### config.mk
export PLATFORM = sky130hd
export DESIGN_NAME = button_conditioner_flat
export DESIGN_NICKNAME = d
export VERILOG_FILES = /design/src/rtl/btn_pkg.sv /design/src/rtl/button_conditioner_if.sv /design/src/rtl/btn_debounce.sv /design/src/rtl/button_conditioner.sv /design/src/flat_wrapper.sv
export SDC_FILE = /design/constraint.sdc
export NUM_CORES = 1
export LEC_CHECK = 0
export CORE_UTILIZATION = 30
export CTS_CLUSTER_DIAMETER = 100
export DETAILED_ROUTE_END_ITERATION = 10
export MAX_ROUTING_LAYER = met4
export PLACE_DENSITY_LB_ADDON = 0.3
export SLEW_MARGIN = 20
export SYNTH_ARGS = -nofsm -noshare
export SYNTH_HDL_FRONTEND = slang
export SYNTH_HIERARCHICAL = 1
export SYNTH_SLANG_ARGS = --single-unit
### constraint.sdc
create_clock -name clk -period 2 [get_ports clk]
set_clock_uncertainty 0.2 [all_clocks]
set_input_delay 0.4 -clock clk [delete_from_list [all_inputs] [get_ports clk]]
set_output_delay 0.4 -clock clk [all_outputs]
set_load 0.02 [all_outputs]
### src/rtl/btn_pkg.sv
// Shared types and default constants for the button conditioner.
// BTN_AUTOREPEAT_EN enables held-button auto-repeat in btn_debounce.
package btn_pkg;

    typedef enum logic [1:0] {
        RELEASED,
        PRESS_SETTLE,
        HELD,
        RELEASE_SETTLE
    } btn_state_e;

    localparam int DEF_DEBOUNCE_CYCLES = 16;
    localparam int DEF_REPEAT_DELAY    = 500000;
    localparam int DEF_REPEAT_RATE     = 100000;

endpackage

### src/rtl/button_conditioner_if.sv
// Raw button inputs and conditioned counter-control pulses.
// The master side drives the buttons; the slave side is the conditioner.
interface button_conditioner_if;

    logic btn_up_raw;
    logic btn_dn_raw;
    logic incr;
    logic decr;
    logic conflict;

    modport master (
        output btn_up_raw,
        output btn_dn_raw,
        input  incr,
        input  decr,
        input  conflict
    );

    modport slave (
        input  btn_up_raw,
        input  btn_dn_raw,
        output incr,
        output decr,
        output conflict
    );

endinterface

### src/rtl/btn_debounce.sv
// One button channel: 2-flop synchronizer, debounce FSM and settle counter.
// With BTN_AUTOREPEAT_EN defined, a repeat counter re-fires evt while HELD.
module btn_debounce
    import btn_pkg::*;
#(
    parameter int DEBOUNCE_CYCLES = DEF_DEBOUNCE_CYCLES
`ifdef BTN_AUTOREPEAT_EN
    ,
    parameter int REPEAT_DELAY    = DEF_REPEAT_DELAY,
    parameter int REPEAT_RATE     = DEF_REPEAT_RATE
`endif
) (
    input  logic clk,
    input  logic rst,
    input  logic raw,
    output logic evt
);

    localparam int CW = $clog2(DEBOUNCE_CYCLES);
    localparam logic [CW-1:0] CNT_LAST = CW'(DEBOUNCE_CYCLES - 1);
    // Leaving a settle state is decided on the sample that brings the count to CNT_LAST.
    localparam logic [CW-1:0] CNT_PRE  = CW'(DEBOUNCE_CYCLES - 2);

    logic [1:0]    sync_q;
    logic          synced;
    btn_state_e    state_q, state_d;
    logic [CW-1:0] cnt_q, cnt_d;
    logic          press_evt;
    logic          enter_held;

    // NOTE: state registers use non-blocking assignments so every flop samples
    // pre-edge values regardless of process ordering.
    always_ff @(posedge clk or negedge rst) begin
        if (!rst) begin
            sync_q  <= '0;
            state_q <= RELEASED;
            cnt_q   <= '0;
        end else begin
            sync_q  <= {sync_q[0], raw};
            state_q <= state_d;
            cnt_q   <= cnt_d;
        end
    end

    assign synced = sync_q[1];

    // NOTE: every output of this block is defaulted first so no path can
    // leave one unassigned and infer a latch.
    always_comb begin
        state_d    = state_q;
        cnt_d      = cnt_q;
        press_evt  = 1'b0;
        enter_held = 1'b0;
        unique case (state_q)
            RELEASED: begin
                if (synced) begin
                    state_d = PRESS_SETTLE;
                    cnt_d   = '0;
                end
            end
            PRESS_SETTLE: begin
                if (!synced) begin
                    state_d = RELEASED;
                    cnt_d   = '0;
                end else begin
                    if (cnt_q != CNT_LAST) cnt_d = cnt_q + 1'b1;
                    if (cnt_q == CNT_PRE) begin
                        state_d    = HELD;
                        press_evt  = 1'b1;
                        enter_held = 1'b1;
                    end
                end
            end
            HELD: begin
                if (!synced) begin
                    state_d = RELEASE_SETTLE;
                    cnt_d   = '0;
                end
            end
            RELEASE_SETTLE: begin
                if (synced) begin
                    state_d = HELD;
                    cnt_d   = '0;
                end else begin
                    if (cnt_q != CNT_LAST) cnt_d = cnt_q + 1'b1;
                    if (cnt_q == CNT_PRE) state_d = RELEASED;
                end
            end
            default: begin
                state_d = RELEASED;
                cnt_d   = '0;
            end
        endcase
    end

`ifdef BTN_AUTOREPEAT_EN
    localparam int RMAX = (REPEAT_DELAY > REPEAT_RATE) ? REPEAT_DELAY : REPEAT_RATE;
    localparam int RW   = $clog2(RMAX + 1);
    localparam logic [RW-1:0] REP_FIRST = RW'(REPEAT_DELAY - 1);
    localparam logic [RW-1:0] REP_NEXT  = RW'(REPEAT_RATE - 1);

    logic [RW-1:0] rep_q, rep_d;
    logic          rep_phase_q, rep_phase_d;
    logic          rep_evt;

    always_ff @(posedge clk or negedge rst) begin
        if (!rst) begin
            rep_q       <= '0;
            rep_phase_q <= 1'b0;
        end else begin
            rep_q       <= rep_d;
            rep_phase_q <= rep_phase_d;
        end
    end

    // Phase 0 waits out the initial delay; phase 1 repeats at the steady rate.
    always_comb begin
        rep_d       = rep_q;
        rep_phase_d = rep_phase_q;
        rep_evt     = 1'b0;
        if (enter_held) begin
            rep_d       = '0;
            rep_phase_d = 1'b0;
        end else if (state_q == HELD && synced) begin
            if (rep_q == (rep_phase_q ? REP_NEXT : REP_FIRST)) begin
                rep_evt     = 1'b1;
                rep_d       = '0;
                rep_phase_d = 1'b1;
            end else begin
                rep_d = rep_q + 1'b1;
            end
        end
    end

    assign evt = press_evt | rep_evt;
`else
    assign evt = press_evt;
`endif

endmodule

### src/rtl/button_conditioner.sv
// Debounces up/down buttons into one-cycle incr/decr pulses for an up/down counter.
// Coincident events are dropped and flagged on conflict. Macro: BTN_AUTOREPEAT_EN.
module button_conditioner
    import btn_pkg::*;
#(
    parameter int DEBOUNCE_CYCLES = DEF_DEBOUNCE_CYCLES,
    parameter int REPEAT_DELAY    = DEF_REPEAT_DELAY,
    parameter int REPEAT_RATE     = DEF_REPEAT_RATE
) (
    input logic                 clk,
    input logic                 rst,
    button_conditioner_if.slave bus
);

    if (DEBOUNCE_CYCLES < 2 || REPEAT_DELAY < 1 || REPEAT_RATE < 1) begin : g_param_check
        $error("button_conditioner: DEBOUNCE_CYCLES >= 2 and REPEAT_* >= 1 required");
    end

    logic up_evt;
    logic dn_evt;
    logic incr_q;
    logic decr_q;
    logic conflict_q;

    btn_debounce #(
        .DEBOUNCE_CYCLES (DEBOUNCE_CYCLES)
`ifdef BTN_AUTOREPEAT_EN
        ,
        .REPEAT_DELAY    (REPEAT_DELAY),
        .REPEAT_RATE     (REPEAT_RATE)
`endif
    ) u_up (
        .clk (clk),
        .rst (rst),
        .raw (bus.btn_up_raw),
        .evt (up_evt)
    );

    btn_debounce #(
        .DEBOUNCE_CYCLES (DEBOUNCE_CYCLES)
`ifdef BTN_AUTOREPEAT_EN
        ,
        .REPEAT_DELAY    (REPEAT_DELAY),
        .REPEAT_RATE     (REPEAT_RATE)
`endif
    ) u_dn (
        .clk (clk),
        .rst (rst),
        .raw (bus.btn_dn_raw),
        .evt (dn_evt)
    );

    // A coincident pair cancels out; the downstream counter sees neither.
    always_ff @(posedge clk or negedge rst) begin
        if (!rst) begin
            incr_q     <= 1'b0;
            decr_q     <= 1'b0;
            conflict_q <= 1'b0;
        end else begin
            incr_q     <= up_evt & ~dn_evt;
            decr_q     <= dn_evt & ~up_evt;
            conflict_q <= up_evt & dn_evt;
        end
    end

    assign bus.incr     = incr_q;
    assign bus.decr     = decr_q;
    assign bus.conflict = conflict_q;

endmodule
### src/flat_wrapper.sv
// flat-port wrapper written by rule: the top's interface ports become plain ports
module button_conditioner_flat import btn_pkg::*;
#(
    parameter int DEBOUNCE_CYCLES = DEF_DEBOUNCE_CYCLES,
    parameter int REPEAT_DELAY    = DEF_REPEAT_DELAY,
    parameter int REPEAT_RATE     = DEF_REPEAT_RATE
)
  (clk, rst, bus_btn_up_raw, bus_btn_dn_raw, bus_incr, bus_decr, bus_conflict);
  button_conditioner_if bus_i ();
  input logic clk;
  input logic rst;
  input wire logic [$bits(bus_i.btn_up_raw)-1:0] bus_btn_up_raw;
  input wire logic [$bits(bus_i.btn_dn_raw)-1:0] bus_btn_dn_raw;
  output wire logic [$bits(bus_i.incr)-1:0] bus_incr;
  output wire logic [$bits(bus_i.decr)-1:0] bus_decr;
  output wire logic [$bits(bus_i.conflict)-1:0] bus_conflict;
  assign bus_i.btn_up_raw = bus_btn_up_raw;
  assign bus_i.btn_dn_raw = bus_btn_dn_raw;
  assign bus_incr = bus_i.incr;
  assign bus_decr = bus_i.decr;
  assign bus_conflict = bus_i.conflict;
  button_conditioner #(.DEBOUNCE_CYCLES(DEBOUNCE_CYCLES), .REPEAT_DELAY(REPEAT_DELAY), .REPEAT_RATE(REPEAT_RATE)) u_core (.clk(clk), .rst(rst), .bus(bus_i));
endmodule
==> summary.txt <==
CTS H-Tree Depth - 1
largest cells by area after synthesis - dfrtp_1 (53%), ha_1 (5.5%), nand3_1 (4.4%)
Hold Crit Class - flip-flop to flip-flop
nets@finish - 94
Syn Std Cell Area - 903 µm²
Sink Count - 19
post-CTS resize count - 0
Final Max Tran Viols - 0
DRT iter0 DRCs - 25
grt peak-use layer - met1
core area - 2810 µm²
grt met3 use - 0.0138
# Post-CTS Setup Buffers - 0
cell family with most CP delay - buffers and inverters
status - complete, no violations
clock root buffer - clkbuf_4
share of cells above drive strength 1 - 0.165
worst-case clock buffer depth - 2
top fanout value on the critical path - 1
number of buffers and inverters on the critical path - 1
Die ar. - 3230 µm²
initial core utilization - 0.322
worst hold margin - 0.157 ns
Synth area leader - dfrtp_1
largest net degree at the start of global routing - 20
CP max-delay cell - clkdlybuf4s50_1
worst skew pair latency - 0.28 ns
Syn. warnings - 6
FF-to-FF End - u_core/bus.decr
first-pass GRT wire length - 2.43 mm
Top Ports - 7
max_slew headroom - 0.738
vias in the first global route - 557
fmax - 547 MHz
R2R depth - 5
max cap viols - 0
Worst path depth - 1
post-route setup TNS - 0 ns
R2R Path Start - u_core/u_up/cnt_q[0]
TritonCTS Buffers - 3
Reg clk slew, reported paths - 0.09 ns
sequential area share after synthesis - 0.526
GP Congestion - 0.712
critical-path cell list - clkdlybuf4s50_1
CTS tree - built
diode count - 0
post-layout minimum cycle time - 1.83 ns
initial antenna violation count - 0
FP Rows - 19
P_leak - 0.433 nW
delay of the slowest cell on the worst path - 0.61 ns
routed vias - 594
Req. time, crit path - 1.40 ns
Final Hold Viols - 0
met1 usage - 0.147
VDD IR max - 302 µV
routing usage on met2 - 0.134
most frequent cells in the layout - dfrtp_1 (19), nand3_1 (8), clkdlybuf4s50_1 (6), a31oi_1 (6)
worst-margin pin slew - 0.393 ns
Die H - 56.9 µm
Yosys cell types - 22
CP Capture Point - bus_incr
final core occ - 0.363
synthesis-to-layout area growth - 12.7%
Hold-fix buffers, CTS - 0
nature of the critical path endpoint - output port
#FFs+latches synth - 19
r2r setup slk - 0.39 ns
critical path class - flip-flop to output port
Initial DRT Pass Iterations - 4
Pwr Density - 631 nW/µm²
Yosys top cell area share - 0.526
syn_nets - 86
Worst EP arrival - 1.23 ns
vias per cell - 5.12
Cells after Synth - 78
commonest non-fill, non-tap cell in the layout - dfrtp_1
startpoint types - flip-flop
antenna viol nets, final - 0
die width - 56.9 µm
Worst Setup SP - u_core/bus.incr
PortBufs - 6
global route overflow - 0
Final period util - 0.914
WL final - 1.31 mm
RSZ-0062 raised after global routing - no
drt wl/cell - 11.3 µm
Mean Syn Cell Area - 11.6 µm²
final setup fails - 0
Residual DRC - 0
GRT Total Usage - 0.0990
[power by group]
group	total, mW	switching [mW]	internal [mW]	leakage, nW
logic	0.0469	0.0238	0.0231	0.169
registers	0.414	0.0172	0.396	0.249
clock network	0.182	0.104	0.0773	0.0150
[through the flow]
step	setup WS [ns]	area (µm²)	instances	total power [mW]
6_report	0.171	1020	116	0.642
2_1_floorplan	0.498	903	78	0.448
5_1_grt	0.113	1020	116	0.688
3_3_place_gp	0.435	992	112	0.466
3_5_place_dp	0.392	992	112	0.470
4_1_cts	0.140	1020	116	0.657
[worst min path at each step]
stage / slack (ns) / cells after the start / endpoint / start
4_1_cts: 0.16 / 0 / u_core/u_up/sync_q[1] / u_core/u_up/sync_q[0]
3_5_place_dp: 0.13 / 0 / u_core/u_up/sync_q[1] / u_core/u_up/sync_q[0]
6_report: 0.16 / 0 / u_core/u_dn/sync_q[1] / u_core/u_dn/sync_q[0]
3_3_place_gp: 0.13 / 0 / u_core/u_dn/sync_q[1] / u_core/u_dn/sync_q[0]
2_1_floorplan: -0.1 / 0 / u_core/bus.conflict / rst
5_1_grt: 0.18 / 0 / u_core/u_dn/sync_q[1] / u_core/u_dn/sync_q[0]
[area by class of cell]
type | instances | area, µm²
Clock buffer | 4 | 26.3
Fill cell | 295 | 1790
Inverter | 4 | 15.0
Multi-Input combinational cell | 51 | 395
Sequential cell | 19 | 475
Tap cell | 31 | 38.8
Timing Repair Buffer | 7 | 67.6
[synthesized netlist by cell type]
master / instances
or2_2: 2
o311ai_0: 2
o2bb2ai_1: 2
nand4_1: 4
mux2_2: 2
and3_1: 2
a21oi_1: 4
a32o_1: 2
clkbuf_1: 2
ha_1: 4
mux2i_1: 2
dfrtp_1: 19
a31oi_1: 6
nor2b_1: 1
and2_2: 3
xor2_2: 2
nand3_1: 8
nor3b_1: 2
nand3b_1: 2
inv_1: 4
buf_2: 2
and2b_2: 1
[cell families after synthesis]
logic type,after synthesis,synth area share
XOR/XNOR,2,0.0360
multiplexers,4,0.0471
adder cells (fa/ha/maj),4,0.0554
AO/OA/AOI/OAI,16,0.125
AND/OR/NAND/NOR,25,0.175
buffers and inverters,8,0.0360
flip-flops,19,0.526
[layer usage]
layer,wire (µm),vias up
li1,-,299
met5,0,-
met2,580,12
met4,9,0
met3,41,2
met1,679,281
[worst reg2reg max path, cell delays in order, from the launching register on]
cell     delay [ns]
dfrtp_1        0.44
inv_1          0.08
ha_1           0.14
nand4_1        0.13
nor3b_1        0.28
and2b_2        0.25
Note: power is estimated with default switching activity, not from simulation.
==> variant, RTL diff (same flow settings) <==
Re-encode `btn_state_e` (4 states) as one-hot, 4 bits wide.
--- a/src/rtl/btn_pkg.sv
+++ b/src/rtl/btn_pkg.sv
@@ -2,11 +2,11 @@
 // BTN_AUTOREPEAT_EN enables held-button auto-repeat in btn_debounce.
 package btn_pkg;
 
-    typedef enum logic [1:0] {
-        RELEASED,
-        PRESS_SETTLE,
-        HELD,
-        RELEASE_SETTLE
+    typedef enum logic [3:0] {
+        RELEASED       = 4'b0001,
+        PRESS_SETTLE   = 4'b0010,
+        HELD           = 4'b0100,
+        RELEASE_SETTLE = 4'b1000
     } btn_state_e;
 
     localparam int DEF_DEBOUNCE_CYCLES = 16;
Function: same outputs for any inputs over 10 cycles, from zero or initial values and one cycle with rst low; not proved beyond that.
==> variant against the original RTL <==
Routed wire length grew 73%. Sequential cell count grew 4. Global-route usage grew 2.2 points. Synthesized area rose by 42%. Design area is 41% higher. Power increased by 46%. Die area grew 41%. Worst setup slack got worse by 0.0065 ns.
==> variant: results (changes against the original RTL) <==
.. list-table::
   :header-rows: 1

   * - Metric
     - Value
   * - Wire length on met3
     - 64 um (+56%)
   * - Number of vias per cell after detailed routing
     - 5.08 (-0.77%)
   * - Register fraction of the total cell area
     - 0.402 (-0.0644)
   * - Met1 usage
     - 0.154 (+0.00663)
   * - Largest net degree at the start of global routing
     - 24 (+20%)
   * - Int Power
     - 696 uW (+40%)
   * - Min Hold Slack
     - 0.152 ns (-0.00523 ns)
   * - Nets in the synthesized netlist
     - 136 (+58%)
   * - Count of filler cells inserted in the layout
     - 391 (+33%)
   * - Post-Synth XOR/XNOR Area
     - 0.0136 (-0.0224)
   * - Global-route track usage on met3
     - 0.0304 (+0.0166)
   * - Critical Path AT
     - 1.81 ns (+0.58 ns)
   * - WL met1
     - 1120 um (+65%)
   * - Adder and majority gate portion of the synthesized area
     - 0.0389 (-0.0165)
   * - Worst Path Max Fanout
     - 10 (+9)
   * - Met2 wire length
     - 1080 um (+86%)
   * - Transition at the pin with the smallest max-transition slack
     - 0.303 ns (-0.0902 ns)
   * - Gp weighted congestion
     - 0.802 (+13%)
   * - Pleak
     - 0.000569 uW (+31%)
   * - Most used standard cells in the synthesized netlist
     - dfrtp_1, a21oi_1, nor2_1
   * - Share of power burned in the clock network
     - 0.299 (+0.016)
   * - Endpoint of the worst-slack reg-to-reg timing path
     - u_core/u_dn/cnt_q[0]$_DFFE_PN0P_
   * - Number of design-rule violations left by the first detailed-router iteration
     - 39 (+56%)
   * - Number of cells on the worst reg-to-reg path
     - 4 (-1)
   * - Main area contributors after synthesis
     - dfrtp_1, dfstp_2, ha_1, nand3b_1, a211oi_4
   * - Number of distinct library cells after synthesis
     - 34 (+55%)
   * - Fraction of the mapped netlist area in compound gates
     - 0.175 (+0.0504)
   * - Global-route met2 utilization
     - 0.193 (+0.0587)
   * - Reg2reg start
     - u_core/u_dn/state_q[3]$_DFFE_PN0P_
   * - Worst-Skew Late Latency
     - 0.26 ns (-0.02 ns)
   * - Portion of the layout cell area used by non-clock buffers
     - 0.0679 (+0.00161)
   * - Largest incremental delay on the critical path
     - 0.48 ns (-0.13 ns)
   * - Number of nets in the finished design
     - 144 (+53%)
   * - Wire length of the first global-routing pass
     - 3960 um (+63%)
   * - Share of final layout cell area taken by clock buffers and inverters
     - 0.0314 (+0.00556)
   * - Layout cell share with drive strength beyond 1
     - 0.119 (-0.0462)
   * - GRT Overall Usage
     - 0.121 (+0.0216)
   * - Non-clock inverter instance count of the final layout
     - 6 (+2)
   * - Run status
     - completed
   * - Worst IR Drop VDD
     - 0.354 mV (+17%)
   * - Sequential area share after synthesis
     - 0.449 (-0.0769)
   * - Seq pwr
     - 528 uW (+28%)
   * - Area of the multi-input gates
     - 631 um^2 (+59%)
   * - Category of cells accounting for the largest share of critical-path delay
     - flip-flops
   * - Final wirelength
     - 2270 um (+73%)
-- variant: worst max-delay path by stage --
stage | start | end | cells after the start
6_report | u_core/u_dn/state_q[3]$_DFFE_PN0P_ | u_core/u_dn/cnt_q[0]$_DFFE_PN0P_ | 4
5_1_grt | u_core/u_dn/state_q[3]$_DFFE_PN0P_ | u_core/u_dn/cnt_q[0]$_DFFE_PN0P_ | 4
4_1_cts | u_core/u_dn/state_q[3]$_DFFE_PN0P_ | u_core/u_dn/cnt_q[0]$_DFFE_PN0P_ | 4
3_5_place_dp | u_core/u_dn/state_q[3]$_DFFE_PN0P_ | u_core/u_dn/cnt_q[0]$_DFFE_PN0P_ | 4
3_3_place_gp | u_core/u_up/state_q[3]$_DFFE_PN0P_ | u_core/u_up/cnt_q[3]$_DFFE_PN0P_ | 4
2_1_floorplan | u_core/u_dn/sync_q[1]$_DFF_PN0_ | u_core/u_dn/cnt_q[3]$_DFFE_PN0P_ | 5
-- variant: stage by stage --
step | instance area (um^2) | util | cells | power (uW) | setup WS (ns)
finish | 1440 | 0.354 | 185 | 939 | 0.165
global route | 1440 | 0.354 | 185 | 996 | 0.0579
CTS | 1440 | 0.354 | 185 | 957 | 0.155
detailed placement | 1390 | 0.343 | 181 | 669 | 0.181
global placement | 1390 | 0.343 | 181 | 663 | 0.245
floorplan | 1290 | - | 128 | 626 | 0.297
-- variant: logic make-up after synthesis --
group / count (synthesis)
AOI/OAI and AO/OA: 32
xor gates and xnor gates: 2
adders and majority gates: 4
buffers and inverters: 14
DFF: 23
muxes: 2
and+or+nand+nor: 51
-- variant: worst reg2reg max path, cell delays in order, from the launching register on --
cell and delay, ns:
dfrtp_1 0.48, or3b_4 0.43, a211oi_4 0.33, a21boi_1 0.14, mux2i_1 0.18
